`src/rtl/rca4_pkg.sv`:
```
// rca4_pkg: shared width default and result-word type for the registered ripple-carry adder
package rca4_pkg;
    localparam int RCA4_DEFAULT_WIDTH = 4;
    typedef logic [RCA4_DEFAULT_WIDTH:0] rca4_res_t;
endpackage

```
`src/rtl/rca4_reg_if.sv`:
```
// rca4_reg_if: operand/result bundle for rca4_reg
//   master drives in_valid, a, b, ci; slave drives s, co, out_valid (and ovf when RCA4_OVF_EN is defined)
interface rca4_reg_if #(parameter int WIDTH = 4);
    logic             in_valid;
    logic [WIDTH-1:0] a;
    logic [WIDTH-1:0] b;
    logic             ci;
    logic [WIDTH-1:0] s;
    logic             co;
    logic             out_valid;
`ifdef RCA4_OVF_EN
    logic             ovf;
    modport master (output in_valid, a, b, ci, input s, co, out_valid, ovf);
    modport slave  (input in_valid, a, b, ci, output s, co, out_valid, ovf);
`else
    modport master (output in_valid, a, b, ci, input s, co, out_valid);
    modport slave  (input in_valid, a, b, ci, output s, co, out_valid);
`endif
endinterface

```
`src/rtl/full_adder.sv`:
```
// full_adder: 1-bit full adder
//   a, b, ci in; s = a^b^ci, co = majority carry out
module full_adder (
    input  logic a,
    input  logic b,
    input  logic ci,
    output logic s,
    output logic co
);
    assign s  = a ^ b ^ ci;
    assign co = (a & b) | (ci & (a ^ b));
endmodule

```
`src/rtl/rca4_reg.sv`:
```
// rca4_reg: registered WIDTH-bit ripple-carry adder, {co,s} = a + b + ci, one cycle latency
//   clk, rst (sync, active-high); bus (slave): in_valid/a/b/ci in, s/co/out_valid out
//   Optional macro RCA4_OVF_EN adds registered two's-complement overflow flag bus.ovf
module rca4_reg
    import rca4_pkg::*;
#(
    parameter int WIDTH = RCA4_DEFAULT_WIDTH
) (
    input  logic clk,
    input  logic rst,
    rca4_reg_if.slave bus
);
    logic [WIDTH:0]   c;
    logic [WIDTH-1:0] sum;
    logic [WIDTH-1:0] s_d, s_q;
    logic             co_d, co_q;
    logic             vld_d, vld_q;

    assign c[0] = bus.ci;

    for (genvar i = 0; i < WIDTH; i++) begin : g_fa
        full_adder u_fa (
            .a  (bus.a[i]),
            .b  (bus.b[i]),
            .ci (c[i]),
            .s  (sum[i]),
            .co (c[i+1])
        );
    end

    // Results hold between valid operands; out_valid only flags fresh ones.
    always_comb begin
        s_d   = bus.in_valid ? sum : s_q;
        co_d  = bus.in_valid ? c[WIDTH] : co_q;
        vld_d = bus.in_valid;
    end

    always_ff @(posedge clk) begin
        if (rst) begin
            s_q   <= '0;
            co_q  <= 1'b0;
            vld_q <= 1'b0;
        end else begin
            s_q   <= s_d;
            co_q  <= co_d;
            vld_q <= vld_d;
        end
    end

    assign bus.s         = s_q;
    assign bus.co        = co_q;
    assign bus.out_valid = vld_q;

`ifdef RCA4_OVF_EN
    logic ovf_d, ovf_q;

    // Signed overflow: carry into the sign bit differs from carry out of it.
    always_comb begin
        ovf_d = bus.in_valid ? (c[WIDTH] ^ c[WIDTH-1]) : ovf_q;
    end

    always_ff @(posedge clk) begin
        if (rst) ovf_q <= 1'b0;
        else     ovf_q <= ovf_d;
    end

    assign bus.ovf = ovf_q;
`endif
endmodule

```
`src/flat_wrapper.sv`:
```
// flat-port wrapper written by rule: the top's interface ports become plain ports
module rca4_reg_flat import rca4_pkg::*;
#(
    parameter int WIDTH = RCA4_DEFAULT_WIDTH
)
  (clk, rst, bus_in_valid, bus_a, bus_b, bus_ci, bus_s, bus_co, bus_out_valid);
  rca4_reg_if #(.WIDTH(WIDTH)) bus_i ();
  input  logic clk;
  input  logic rst;
  input wire logic [$bits(bus_i.in_valid)-1:0] bus_in_valid;
  input wire logic [$bits(bus_i.a)-1:0] bus_a;
  input wire logic [$bits(bus_i.b)-1:0] bus_b;
  input wire logic [$bits(bus_i.ci)-1:0] bus_ci;
  output wire logic [$bits(bus_i.s)-1:0] bus_s;
  output wire logic [$bits(bus_i.co)-1:0] bus_co;
  output wire logic [$bits(bus_i.out_valid)-1:0] bus_out_valid;
  assign bus_i.in_valid = bus_in_valid;
  assign bus_i.a = bus_a;
  assign bus_i.b = bus_b;
  assign bus_i.ci = bus_ci;
  assign bus_s = bus_i.s;
  assign bus_co = bus_i.co;
  assign bus_out_valid = bus_i.out_valid;
  rca4_reg #(.WIDTH(WIDTH)) u_core (.clk(clk), .rst(rst), .bus(bus_i));
endmodule
```
`config.mk`:
```
export PLATFORM = sky130hd
export DESIGN_NAME = rca4_reg_flat
export DESIGN_NICKNAME = d
export VERILOG_FILES = /design/src/rtl/rca4_pkg.sv /design/src/rtl/rca4_reg_if.sv /design/src/rtl/full_adder.sv /design/src/rtl/rca4_reg.sv /design/src/flat_wrapper.sv
export SDC_FILE = /design/constraint.sdc
export NUM_CORES = 1
export LEC_CHECK = 0
export BUFFER_PORTS_ARGS = -buffer_cell sky130_fd_sc_hd__buf_2
export CAP_MARGIN = 20
export CORE_AREA = 2 2 39 41
export CTS_CLUSTER_DIAMETER = 40
export DETAILED_ROUTE_END_ITERATION = 12
export DIE_AREA = 0 0 41 43
export GPL_TIMING_DRIVEN = 0
export PLACE_DENSITY = 0.53
export SYNTH_ARGS = -nofsm -noshare
export SYNTH_HDL_FRONTEND = slang
export SYNTH_HIERARCHICAL = 1
export SYNTH_SLANG_ARGS = --single-unit
```
`constraint.sdc`:
```
create_clock -name clk -period 2 [get_ports clk]
set_input_delay 0.1 -clock clk [delete_from_list [all_inputs] [get_ports clk]]
set_output_delay 0.1 -clock clk [all_outputs]
set_load 0.01 [all_outputs]
```
-- Word-level counts from Yosys, hierarchy flattened
Index checks and enable logic that the tools add are counted.
- register bits after elaboration: 6
- bits of input ports: 12
- output and inout port bits: 6
- logic and storage cells: 23
- bitwise operators: 20
- operators with widths (operator ; number):
    $and 1x1->1 ; 8
    $xor 1x1->1 ; 8
    $or 1x1->1 ; 4

-- Longest topological paths before layout
- word-level depth: 9
- gate-level depth with buffers: 6
- mapped depth without buffers: 6

-- By module
Netlist, hierarchy kept.
- modules (own cells, without submodules) (module ; instances ; cells an instance ; area each (µm²)):
    rca4_reg ; 1 ; 18 ; 206.4
    full_adder ; 4 ; 1 ; 20.0

-- Worst setup path after synthesis
OpenSTA, ideal clock, no wires.
- path kind: input-to-reg
- start: input bus_a[0]
- end: register u_core.s_q[3] (netlist: u_core/bus.s[3])
- data arrival time: 1871 ps
- data required time: 1886 ps
- path slack: 14 ps
- cell stages on the path: 6
- buffers on the path: 0
- cells stage by stage: fa_1 > fa_1 > fa_1 > fa_1 > mux2i_1 > nor2_1
- word-level cells in the longest chain between the ends: 8
- RTL lines (item ; line ; text):
    start: declaration ; flat_wrapper.sv:11 ; input wire logic [$bits(bus_i.a)-1:0] bus_a;
    $xor 1x1->1 ; full_adder.sv:11 ; assign co = (a & b) | (ci & (a ^ b));
    $and 1x1->1 ; full_adder.sv:11 ;
    $or 1x1->1 (*) ; full_adder.sv:11 ;
    $and 1x1->1 (*) ; full_adder.sv:11 ;
    $or 1x1->1 (*) ; full_adder.sv:11 ;
    named net u_core.c[2] ; rca4_reg.sv:13 ; logic [WIDTH:0] c;
    $and 1x1->1 (*) ; full_adder.sv:11 ;
    $or 1x1->1 (*) ; full_adder.sv:11 ;
    named net u_core.c[3] ; rca4_reg.sv:13 ;
    $xor 1x1->1 (*) ; full_adder.sv:10 ; assign s = a ^ b ^ ci;
    named net u_core.sum[3] ; rca4_reg.sv:14 ; logic [WIDTH-1:0] sum;
    end signal: assignment ; rca4_reg.sv:40 ; s_q <= '0;
    end signal: assignment ; rca4_reg.sv:44 ; s_q <= s_d;
    end: declaration ; rca4_reg.sv:15 ; logic [WIDTH-1:0] s_d, s_q;
Mark *: on every way through the listed nets, which the timed path passes. The rest lies on a longest branch.
A chain may end at the register's enable or synchronous reset.

-- Worst setup path in the final report
- start: input bus_a[0]
- end: register u_core.s_q[3] (netlist: u_core/bus.s[3])
- word-level cells in the longest chain between the ends: 8
- RTL lines (item ; line):
    $xor 1x1->1 ; full_adder.sv:11
    $and 1x1->1 ; full_adder.sv:11
    $or 1x1->1 (*) ; full_adder.sv:11
    named net u_core.c[1] ; rca4_reg.sv:13
    $and 1x1->1 (*) ; full_adder.sv:11
    $or 1x1->1 (*) ; full_adder.sv:11
    named net u_core.c[2] ; rca4_reg.sv:13
    $and 1x1->1 (*) ; full_adder.sv:11
    $or 1x1->1 (*) ; full_adder.sv:11
    named net u_core.c[3] ; rca4_reg.sv:13
    $xor 1x1->1 (*) ; full_adder.sv:10
    named net u_core.sum[3] ; rca4_reg.sv:14
Marks and branches as above.

==> metrics.md <==
| Metric | Value |
|---|---|
| Status | `completed` |
| First-pass GRT wire length | `848 um` |
| Most frequent CP cell | `fa_1` |
| WP data required | `2.13 ns` |
| Crit path kind | `primary input to flip-flop` |
| Pwr/cell area | `763 mW/mm^2` |
| Vias in the first global route | `between 200 and 250` |
| Largest family of logic cells by synthesized area | `adder cells` |
| Dominant cell type by area after synthesis | `dfxtp_1` |
| FFs w/ async S/R, synth | `0%` |
| Vias/cell | `slightly below 4` |
| Part of the cycle the worst path needs | `just over 90%` |
| Crit end category | `flip-flop` |
| Critical path peak fanout | `1` |
| Die Footprint | `around 0.0018 mm^2` |
| Switching portion of total power | `roughly a quarter` |
| Worst EP arrival | `2.00 ns` |
| Average wire per standard cell | `9.84 um` |
| Hold crit path type | `primary input to flip-flop` |
| Layout cells sized above 1 | `51.2%` |
| Synth Flop Type | `dfxtp_1` |
| Mean Syn Cell Area | `13.0 um^2` |
| Final WL | `about 560 um` |
| Initial antenna violation count | `0` |
| FMAX | `0.535 GHz` |
| RSZ-0062 raised after global routing | `no` |
| Top cell type's share of synthesized area | `41.9%` |
| Final Worst Setup Slack | `0.132 ns` |
| Static Leak | `0.208 nW` |
| Setup WS pre-CTS | `-0.195 ns` |
| Internal Power | `0.000234 W` |
| Fin Hold WS | `0.108 ns` |
| DRT Pass-1 Iters | `1` |
| CP Launch Type | `primary input` |
| Die width | `41 um` |
| Combinational share of power | `21.5%` |
| H-tree Lvls | `1` |
| Initial Utilization | `around a fifth` |
| Final count of negative-setup-slack endpoints | `0` |
| Die Y | `43 um` |
| Post-layout instance area | `412 um^2` |
| Antenna cell count | `0` |
| Worst-Skew Late Latency | `0.24 ns` |
| Top-count cell post-synth | `dfxtp_1` |
| Num Clock Sinks | `6` |
| Slowest library cell on the worst path | `fa_1` |
| YS warnings | `6` |
| Fin. Hold Viols | `0` |
| All-layer global routing usage | `7.67%` |
| Vias post-DR | `between 200 and 250` |
| Clk buf depth | `2` |
| Max Cap Viol | `0` |
| Netlist cell types | `6` |
| Nets@finish | `59` |
| Number of synthesized flops with an enable pin | `0` |
| Slew @ Worst Pin | `approximately 0.13 ns` |
| CTS tree | `yes` |
| Critical-path cell list | `buf_2, fa_1, fa_2, fa_1, fa_1, mux2i_1, nor2_1` |
| DR iter-0 viols | `0` |
| Num CTS Buffers | `3` |
| Post-DRT Antenna Nets | `0` |
| Hold Buf Count CTS | `0` |
| Io pins | `18` |
| Largest net degree at the start of global routing | `7` |
| Mapped Area | `287 um^2` |
| Synth Register Bits | `6` |
| Seq/Total Area, Yosys | `41.9%` |
| Top post-synthesis cells by area | `dfxtp_1 (42%), fa_1 (28%), mux2i_1 (17%), nor2_1 (6.6%), buf_6 (3.9%)` |
| Pins Over Slew Limit | `0` |
| Simple-gate portion of the synthesized area | `8.73%` |
| Std-Cell Rows | `14` |
| DRC | `0` |
| CP Buf/Inv Count | `1` |
| Core area | `0.00138 mm^2` |
| Period minus WS final | `1.87 ns` |
| Post-synthesis mux area share | `17.5%` |
| Adder-Cell Fraction of Synth Area | `27.9%` |
| Synth Area in Compound Gates | `0%` |
| Reg clk slew, reported paths | `roughly 0.050 ns` |
| Port Buf Inserts | `16` |
| Routability cong. | `around 0.6` |
| Synthesized Nets | `38` |
| Gr ovfl total | `0` |
| Clock skew | `0 ns` |
| Sequential Power Share | `a little over two fifths` |
| Critical path's largest stage delay | `0.44 ns` |
| CP delay by family, top | `adder cells` |
| P_sw | `0.0000805 W` |
| DP Area | `387 um^2` |
| P&R area growth vs syn | `43.7%` |
| Max-Slew Margin vs Limit | `91.0%` |
| VDD IR max | `approximately 0.00025 V` |
| Synth Area in XOR/XNOR | `0%` |
| Mapped Cells | `22` |
| Clock Power Share | `35.3%` |
| Top cells by count, synth | `dfxtp_1 (6), mux2i_1 (5), nor2_1 (5)` |
| Clock root cell | `clkbuf_4` |
| Final setup TNS | `0 ns` |
logic make-up after synthesis:
| kind of cell | after synthesis |
|---|---|
| simple gates | 6 |
| flops | 6 |
| mux | 5 |
| fa+ha+maj | 4 |
| buf+inv | 1 |
per-layer routing:
metal  track usage, %  share of wire (%)  up-vias
met5                0                  0        -
met4             6.00                  0        0
met3             5.24                 17        0
met2             8.75                 39       18
met1             9.48                 44      100
li1                 -                  -      108
worst paths after layout:
kind / from / slack [ns] / cells past startpoint / end
max reg2reg: u_core/bus.co / 1.41 / 2 / u_core/bus.co
min reg2reg: u_core/bus.s[1] / 0.49 / 2 / u_core/bus.s[1]
max: bus_a[0] / 0.13 / 7 / u_core/bus.s[3]
min: rst / 0.11 / 2 / u_core/bus.out_valid
power by group through the flow:
stage	registers, W	clock network [W]	logic (W)
final	0.000136	0.000111	0.0000674
after global routing	0.000136	0.000130	0.0000781
after detailed placement	0.000137	0	0.0000674
after CTS	0.000136	0.000118	0.0000676
after floorplan	0.000143	0	0.0000296
after global placement	0.000138	0	0.0000660
stage by stage:
stage                     cells  total power, W  utilization [%]
after floorplan              22        0.000173                -
after global placement       54        0.000204             27.9
after detailed placement     54        0.000205             27.9
after CTS                    57        0.000321             29.6
after global routing         57        0.000345             29.7
final                        57        0.000314             29.7
cell usage in the layout, fill, tap and decap left out:
master	Yosys	routed
nor2_1	5	5
fa_2	0	1
fa_1	4	3
buf_6	1	1
buf_2	0	16
clkbuf_4	0	3
nor2b_1	1	1
mux2i_1	5	5
dfxtp_1	6	6
state kept, by name, summed over array words and instances, names as in the netlist:
signal                count
u_core/bus.s              4
u_core/bus.out_valid      1
u_core/bus.co             1
what timing repair did:
action | 4_1_cts | 5_1_grt
resized for setup | 0 | 1
hold endpoints to repair | 0 | 0
setup buffers | 0 | 0
setup endpoints to repair | 0 | 1
area by class of cell:
| class | instances | area [um^2] |
|---|---|---|
| Buffer | 1 | 11.3 |
| Multi-Input combinational cell | 15 | 158 |
| Tap cell | 16 | 20.0 |
| Clock buffer | 3 | 22.5 |
| Sequential cell | 6 | 120 |
| Fill cell | 149 | 972 |
| Timing Repair Buffer | 16 | 80.1 |
Power figures use the tool's default switching activity.
